**src/rtl/linked_list_pop_scheduler.sv**
```systemverilog
// Round-robin drain stage for a linked-list FIFO: issues credit-limited pops to
// non-empty enabled sub-FIFOs and buffers the tagged read data for a valid/ready consumer.
module linked_list_pop_scheduler #(
    parameter int WIDTH      = 8,
    parameter int FIFOS      = 8,
    parameter int LOG2_FIFOS = (FIFOS > 2) ? $clog2(FIFOS) : 1,
    parameter int BURST      = 4,
    parameter int OUT_DEPTH  = 4
) (
    input  logic                  clk,
    input  logic                  rst_n,
    input  logic                  en,
    input  logic [FIFOS-1:0]      fifo_mask,
    output logic                  ll_pop,
    output logic [LOG2_FIFOS-1:0] ll_pop_fifo,
    input  logic                  ll_empty,
    input  logic [WIDTH-1:0]      ll_q,
    output logic                  out_valid,
    output logic [WIDTH-1:0]      out_data,
    output logic [LOG2_FIFOS-1:0] out_fifo,
    input  logic                  out_ready
);

    localparam int AW = $clog2(OUT_DEPTH);
    localparam int CW = AW + 1;

    logic [LOG2_FIFOS-1:0] ptr;
    logic [LOG2_FIFOS-1:0] ptr_next;
    logic [LOG2_FIFOS-1:0] tag_d1;
    logic [3:0]            bcnt;
    logic                  inflight;
    logic                  credit;
    logic                  pop_issue;
    logic                  last_of_burst;

    logic [CW-1:0]         wr_ptr;
    logic [CW-1:0]         rd_ptr;
    logic [CW-1:0]         rd_next;
    logic [CW-1:0]         count;
    logic [CW:0]           occupancy;
    logic                  do_write;
    logic                  do_read;

    logic [WIDTH-1:0]      ob_data [OUT_DEPTH];
    logic [LOG2_FIFOS-1:0] ob_tag  [OUT_DEPTH];
    logic [WIDTH-1:0]      head_data;
    logic [LOG2_FIFOS-1:0] head_tag;

    // The word already in flight reserves a slot, so a write can never find the buffer full.
    assign count         = wr_ptr - rd_ptr;
    assign occupancy     = {1'b0, count} + (CW + 1)'(inflight);
    assign credit        = occupancy < (CW + 1)'(OUT_DEPTH);
    assign pop_issue     = rst_n & en & fifo_mask[ptr] & ~ll_empty & credit;
    assign last_of_burst = (bcnt == 4'(BURST - 1));
    assign ptr_next      = (ptr == LOG2_FIFOS'(FIFOS - 1)) ? '0 : ptr + 1'b1;

    assign do_write = inflight;
    assign do_read  = (count != '0) & out_ready;
    assign rd_next  = rd_ptr + CW'(do_read);

    assign ll_pop      = pop_issue;
    assign ll_pop_fifo = ptr;
    assign out_valid   = (count != '0);
    assign out_data    = head_data;
    assign out_fifo    = head_tag;

    // Any cycle without a pop forfeits the rest of the visit, keeping the scan fair.
    always_ff @(posedge clk or negedge rst_n) begin
        if (!rst_n) begin
            ptr      <= '0;
            bcnt     <= '0;
            inflight <= 1'b0;
            tag_d1   <= '0;
        end else begin
            inflight <= pop_issue;
            if (pop_issue) begin
                tag_d1 <= ptr;
            end
            if (pop_issue && !last_of_burst) begin
                bcnt <= bcnt + 4'd1;
            end else begin
                bcnt <= '0;
                ptr  <= ptr_next;
            end
        end
    end

    always_ff @(posedge clk or negedge rst_n) begin
        if (!rst_n) begin
            wr_ptr <= '0;
            rd_ptr <= '0;
            for (int i = 0; i < OUT_DEPTH; i++) begin
                ob_data[i] <= '0;
                ob_tag[i]  <= '0;
            end
        end else begin
            if (do_write) begin
                ob_data[wr_ptr[AW-1:0]] <= ll_q;
                ob_tag[wr_ptr[AW-1:0]]  <= tag_d1;
            end
            wr_ptr <= wr_ptr + CW'(do_write);
            rd_ptr <= rd_next;
        end
    end

    // Head registers preload the next entry so the outputs only move on a handshake or first fill.
    always_ff @(posedge clk or negedge rst_n) begin
        if (!rst_n) begin
            head_data <= '0;
            head_tag  <= '0;
        end else if (do_write && (rd_next == wr_ptr)) begin
            head_data <= ll_q;
            head_tag  <= tag_d1;
        end else if (rd_next != wr_ptr) begin
            head_data <= ob_data[rd_next[AW-1:0]];
            head_tag  <= ob_tag[rd_next[AW-1:0]];
        end
    end

endmodule
```
**config.mk**
```make
export PLATFORM = sky130hd
export DESIGN_NAME = linked_list_pop_scheduler
export DESIGN_NICKNAME = d
export VERILOG_FILES = /design/src/rtl/linked_list_pop_scheduler.sv
export SDC_FILE = /design/constraint.sdc
export NUM_CORES = 1
export LEC_CHECK = 0
export ABC_CLOCK_PERIOD_IN_PS = 10700
export CORE_MARGIN = 5
export CORE_UTILIZATION = 50
export CTS_BUF_LIST = sky130_fd_sc_hd__clkbuf_8
export CTS_CLUSTER_SIZE = 24
export DETAILED_ROUTE_END_ITERATION = 8
export PLACE_DENSITY = 0.82
export SKIP_LAST_GASP = 1
export SLEW_MARGIN = 20
export SYNTH_ARGS = -nofsm -noshare
export SYNTH_HDL_FRONTEND = slang
export SYNTH_SLANG_ARGS = --single-unit
```
**constraint.sdc**
```tcl
create_clock -name clk -period 10.7 [get_ports clk]
set_input_delay 2.14 -clock clk [delete_from_list [all_inputs] [get_ports clk]]
set_output_delay 2.14 -clock clk [all_outputs]
set_load 0.03 [all_outputs]
```
==> key figures, run 1 <==
Outcome
  • Status: complete, no violations

Yosys
  • Synth top area cells: dfrtp_1 (54%), mux2_2 (24%), mux4_2 (7.4%), ha_1 (3.0%), mux2i_1 (1.5%)
  • Seq/Total Area, Yosys: 0.539
  • Post-synth ARST share: 1.00
  • Synth Area per Inst: 15.1 sq um
  • Distinct cell type count of the synthesized netlist: 30
  • Combinational family with the most area after synthesis: multiplexers
  • Post-synth top area share: 0.539
  • Count of warnings emitted by yosys: 0
  • Post-synthesis xor/xnor area fraction: 0.0232
  • Yosys reg bits: 72
  • Number of enable flip-flop cells after synthesis: 0
  • Mux share of post-synthesis cell area: 0.325
  • Compound-gate portion of the synthesized area: 0.00787
  • List of most frequent post-synthesis cells: dfrtp_1 (72), mux2_2 (70), mux4_2 (11), ha_1 (8), nor2_1 (7)
  • Top-count cell post-synth: dfrtp_1
  • Post-Synth Simple-Gate Area: 0.0509
  • Synth Area in Adders: 0.0360
  • Mapped Nets: 251
  • Post-synth top flop: dfrtp_1
  • Synth Cell Area: 3340 sq um
  • Leading area contributor after synthesis: dfrtp_1
  • Syn Inst Count: 221

Drt
  • DRC: 0
  • Vias post-DR: 1,892
  • Wire per inst: 17.6 microns
  • Number of vias per cell: 5.53
  • Post-Route WL: 6010 microns
  • Final ANT Viol Nets: 0
  • Router iterations before antenna repair: 4
  • DRT iter0 DRCs: 95

Worst setup path
  • Crit-path max FO: 73
  • Crit path kind: input port to output port
  • Crit start category: input port
  • CP Data Arrival Time: 4.45 ns
  • CP Capture Type: output port
  • Critical Path RT: 8.56 ns

GRT
  • Initial antenna violation count: 0
  • Tot GR Track Use: 0.153
  • Pin count of the biggest net entering global routing: 74
  • First-pass GRT wire length: 10,100 microns
  • Total congestion overflow: 0
  • Vias in the first global route: 1,966

Clock network
  • H-Tree Depth: 3
  • Worst-Skew Late Latency: 0.34 ns
  • Setup bufs post-CTS: 0
  • Post-CTS sizing: 0
  • CTS Buffer Depth: 2
  • # hold bufs at CTS: 0
  • Total clock sinks: 72
  • TritonCTS Buffers: 9
  • CTS tree: built
  • CTS root buf: clkbuf_8
  • Worst-path clk slew: 0.07 ns

Placement
  • Inst Count DP: 326
  • Port Buffer Count: 36
  • DP Wirelength: 3880 microns
  • GPL Wtd Cong: 0.740

Power and ir drop
  • Max VDD drop: 0.116 mV
  • Pwr/cell area: 339 nW/um^2
  • P_leak: 1.77 nW

Floorplanning
  • Boundary Pins: 37
  • Core area: 6420 sq um
  • DIE AREA: 8420 sq um
  • Die H: 91.7 microns
  • Die Wd: 91.7 microns
  • Rows: 29
  • Initial core utilization: 0.520

Layout
  • Cell Count, Final, Fillers Out: 342
  • Area growth, synth to finish: 19.6%
  • ANT cells: 0
  • # nets final: 290
  • Filler instances: 489
  • Layout cell share with drive strength beyond 1: 0.389

Timing
  • Layout Skew: 0.00778 ns
  • Final Hold Vio Count: 0
  • Final-report max-slew violation count: 0
  • Min Clock Period, post-route: 6.59 ns
  • Slew headroom: 0.401
  • Sum of negative setup slack: 0 ns
  • Final cycle utilization of the critical path: 0.616
  • F_max: 152 MHz
  • Slew @ Worst Pin: 0.899 ns
  • Setup Viol. Count Final: 0
  • RSZ-0062 raised after global routing: no

Min path
  • Worst Hold Class: flop to flop

Run
  • Max-cap violations: 0
through the flow:
| stage | instance area [sq um] | util | power, mW | worst slack [ns] | hold slack, ns |
|---|---|---|---|---|---|
| 3_3_place_gp | 3760 | 0.585 | 1.09 | 4.11 | 0.448 |
| 2_1_floorplan | 3340 | - | 0.954 | 5.60 | 0.433 |
| 5_1_grt | 4000 | 0.622 | 1.44 | 3.80 | 0.494 |
| 6_report | 4000 | 0.622 | 1.35 | 4.11 | 0.475 |
| 3_5_place_dp | 3760 | 0.585 | 1.11 | 4.05 | 0.465 |
| 4_1_cts | 4000 | 0.622 | 1.37 | 4.03 | 0.474 |
routing by layer:
layer,share of wire,GRT usage,vias to the layer above
li1,-,-,889
met1,0.48,0.212,972
met2,0.48,0.236,22
met3,0.025,0.0417,9
met4,0.015,0.0520,0
met5,0,0,-
path summary, 6_finish.rpt:
path                       startpoint             end  slack, ns  cells past startpoint
setup / recovery                rst_n          ll_pop       4.11                      7
hold / removal                bcnt[0]         bcnt[0]       0.48                      1
setup reg to reg            wr_ptr[0]     out_fifo[0]       6.56                     12
hold reg to reg               bcnt[0]         bcnt[0]       0.48                      1
max in group asynchronous       rst_n     out_fifo[1]       8.11                      2
min in group asynchronous       rst_n  ll_pop_fifo[1]       2.01                      2
logic make-up (layout without fill, tap and decap cells):
group,count (synthesis),in the layout
flops,72,72
compound gates,3,3
buf+inv,14,58
mux,86,86
xor+xnor,7,7
simple gates,30,30
fa+ha+maj,9,9
sequential cells by signal, summed over array words and instances (netlist names):
register / flops
ob_data: 32
ob_tag: 12
out_data: 8
bcnt: 4
ll_pop_fifo: 3
out_fifo: 3
rd_ptr: 3
tag_d1: 3
wr_ptr: 3
do_write: 1
critical path, cell delays in order:
cell and delay (ns):
buf_2 0.08, buf_4 0.68, nand3b_1 0.21, nor3_1 0.26
nand4_1 0.24, inv_1 0.13, clkdlybuf4s50_1 0.69
where the power goes:
part | internal (mW) | switching [mW]
Sequential | 0.398 | 0.0843
Combinational | 0.358 | 0.259
Clock | 0.153 | 0.0997
placed cells by master, fill, tap and decap left out, types with 2 or more instances in the layout:
cell type | netlist | final
bufinv_16 | 0 | 3
clkbuf_8 | 0 | 9
clkdlybuf4s50_1 | 0 | 35
clkinv_2 | 0 | 2
dfrtp_1 | 72 | 72
ha_1 | 8 | 8
inv_1 | 5 | 6
mux2_2 | 70 | 70
mux2i_1 | 5 | 5
mux4_2 | 11 | 11
nand2_1 | 4 | 4
nand3_1 | 6 | 6
nor2_1 | 7 | 7
nor2b_1 | 2 | 2
nor3b_1 | 2 | 2
xnor2_1 | 3 | 3
xor2_1 | 3 | 3
area by class of cell:
cell class | count | area [sq um] | area share
Clock inverter | 7 | 111 | 0.0279
Tap cell | 77 | 96.3 | 0.0241
Inverter | 5 | 18.8 | 0.00470
Timing Repair Buffer | 37 | 363 | 0.0908
Clock buffer | 9 | 124 | 0.0310
Multi-Input combinational cell | 135 | 1480 | 0.370
Sequential cell | 72 | 1800 | 0.451
No activity file was read; power rests on OpenSTA's default activity.
==> inputs of run 2 (changes only) <==
ABC_CLOCK_PERIOD_IN_PS = 6800   (was 10700)
clock period = 6.8 ns   (was 10.7 ns; I/O delays follow)
==> run 2 against run 1 <==
Net effect:
- final area decreased by 0.66%
- final cell count decreased by 0.29%
- critical path type unchanged
- clock-buffer cell count unchanged
- highest routed layer unchanged
- global-route usage increased by 0.96 points
- utilization decreased by 0.41 points
==> key figures, run 2 (synthesis gave the netlist of run 1 again) <==
Outcome
  • Status: complete, no violations

GRT
  • First-pass GRT wire length: 10,700 microns
  • Initial antenna violation count: 0
  • Pin count of the biggest net entering global routing: 73
  • Total congestion overflow: 0
  • Vias in the first global route: 2,118
  • Tot GR Track Use: 0.163

Clock network
  • CTS tree: built
  • # hold bufs at CTS: 0
  • Worst-path clk slew: 0.07 ns
  • Setup bufs post-CTS: 0
  • Total clock sinks: 72
  • CTS root buf: clkbuf_8
  • H-Tree Depth: 3
  • Worst-Skew Late Latency: 0.34 ns
  • CTS Buffer Depth: 2
  • TritonCTS Buffers: 9
  • Post-CTS sizing: 0

Layout
  • Area growth, synth to finish: 18.8%
  • Biggest register: ob_data
  • Final core utilization: 0.618
  • # nets final: 290
  • Most frequent cells in the layout: dfrtp_1 (72), mux2_2 (70), clkdlybuf4s50_1 (35)
  • Most common cell after layout, fill and taps aside: dfrtp_1
  • ANT cells: 0
  • Layout cell share with drive strength beyond 1: 0.390
  • Max FFs per register: 32
  • Cell Count, Final, Fillers Out: 341

Timing
  • Final Hold Vio Count: 0
  • F_max: 217 MHz
  • Slew headroom: 0.409
  • Sum of negative setup slack: 0 ns
  • RSZ-0062 raised after global routing: no
  • Final cycle utilization of the critical path: 0.679
  • Hold Slack: 0.474 ns
  • Layout Skew: 0.00741 ns
  • Slew @ Worst Pin: 0.886 ns
  • Final-report max-slew violation count: 0
  • Setup Viol. Count Final: 0
  • Setup ws final: 2.18 ns
  • Min Clock Period, post-route: 4.62 ns

Drt
  • Router iterations before antenna repair: 4
  • Wire per inst: 18.0 microns
  • Final ANT Viol Nets: 0
  • Post-Route WL: 6140 microns
  • DRC: 0
  • Number of vias per cell: 5.62
  • DRT iter0 DRCs: 110
  • Vias post-DR: 1,918

Floorplanning
  • Die Wd: 91.7 microns
  • DIE AREA: 8420 sq um
  • Die H: 91.7 microns
  • Rows: 29
  • Boundary Pins: 37
  • Initial core utilization: 0.520
  • Core area: 6420 sq um

Worst setup path
  • Crit path kind: input port to output port
  • Worst R2R Setup Slack: 2.69 ns
  • Critical Path RT: 5.44 ns
  • CP Data Arrival Time: 3.26 ns
  • CP Capture Type: output port
  • Reg-to-Reg Start: wr_ptr[0]
  • Cells on worst reg2reg path: 12
  • Crit start category: input port
  • Worst reg2reg path endpoint: out_data[2]
  • Crit-path max FO: 5

Power and ir drop
  • P_leak: 1.76 nW
  • Pwr/cell area: 528 nW/um^2
  • Max VDD drop: 0.192 mV

Min path
  • Hold Path Depth: 1
  • Worst Hold Class: flop to flop
  • Hold EP: bcnt[0]
  • Hold_sp: bcnt[0]

Run
  • Max-cap violations: 0

Placement
  • Port Buffer Count: 36
  • Worst slack, placed: 2.19 ns
  • GPL Wtd Cong: 0.754
  • DP Wirelength: 4010 microns
  • Inst Count DP: 326
run 2: cell count changes in the layout (fill, tap and decap cells not counted):
cell	before	now
bufinv_16	3	2
clkinvlp_4	1	2
inv_1	6	5
run 2: critical path, cell delays in order:
cell and delay (ns):
clkdlybuf4s50_1 0.39, nand3b_1 0.18, nor3_1 0.25, nand4_1 0.26
inv_1 0.13, clkdlybuf4s50_1 0.69
run 2: worst max path at each step:
| stage | startpoint | endpoint | slack [ns] | cells past startpoint |
|---|---|---|---|---|
| finish | ll_empty | ll_pop | 2.18 | 6 |
| global route | ll_empty | ll_pop | 2.06 | 6 |
| CTS | ll_empty | ll_pop | 2.19 | 6 |
| detailed placement | ll_empty | ll_pop | 2.19 | 6 |
| global placement | ll_empty | ll_pop | 2.26 | 6 |
| floorplan | ll_empty | ll_pop | 3.26 | 4 |
run 2: per-layer routing:
layer / track usage / vias to the layer above / part of all wire
met5: 0 / - / 0
li1: - / 881 / -
met2: 0.262 / 21 / 0.50
met1: 0.216 / 1005 / 0.46
met4: 0.0631 / 0 / 0.019
met3: 0.0368 / 11 / 0.020
run 2: final cells by class:
cell class | count | area, sq um
Inverter | 5 | 18.8
Tap cell | 77 | 96.3
Fill cell | 476 | 2450
Sequential cell | 72 | 1800
Multi-Input combinational cell | 135 | 1480
Clock buffer | 9 | 124
Clock inverter | 6 | 85.1
Timing Repair Buffer | 37 | 363
run 2: where the power goes:
group | total, mW | switching, mW | internal (mW)
Combinational | 0.968 | 0.404 | 0.564
Sequential | 0.763 | 0.137 | 0.626
Clock | 0.363 | 0.160 | 0.203
run 2: stage by stage:
stage          area, sq um  power (mW)
5_1_grt               3970        2.24
4_1_cts               3970        2.12
2_1_floorplan         3340        1.50
3_3_place_gp          3760        1.72
6_report              3970        2.09
3_5_place_dp          3760        1.75
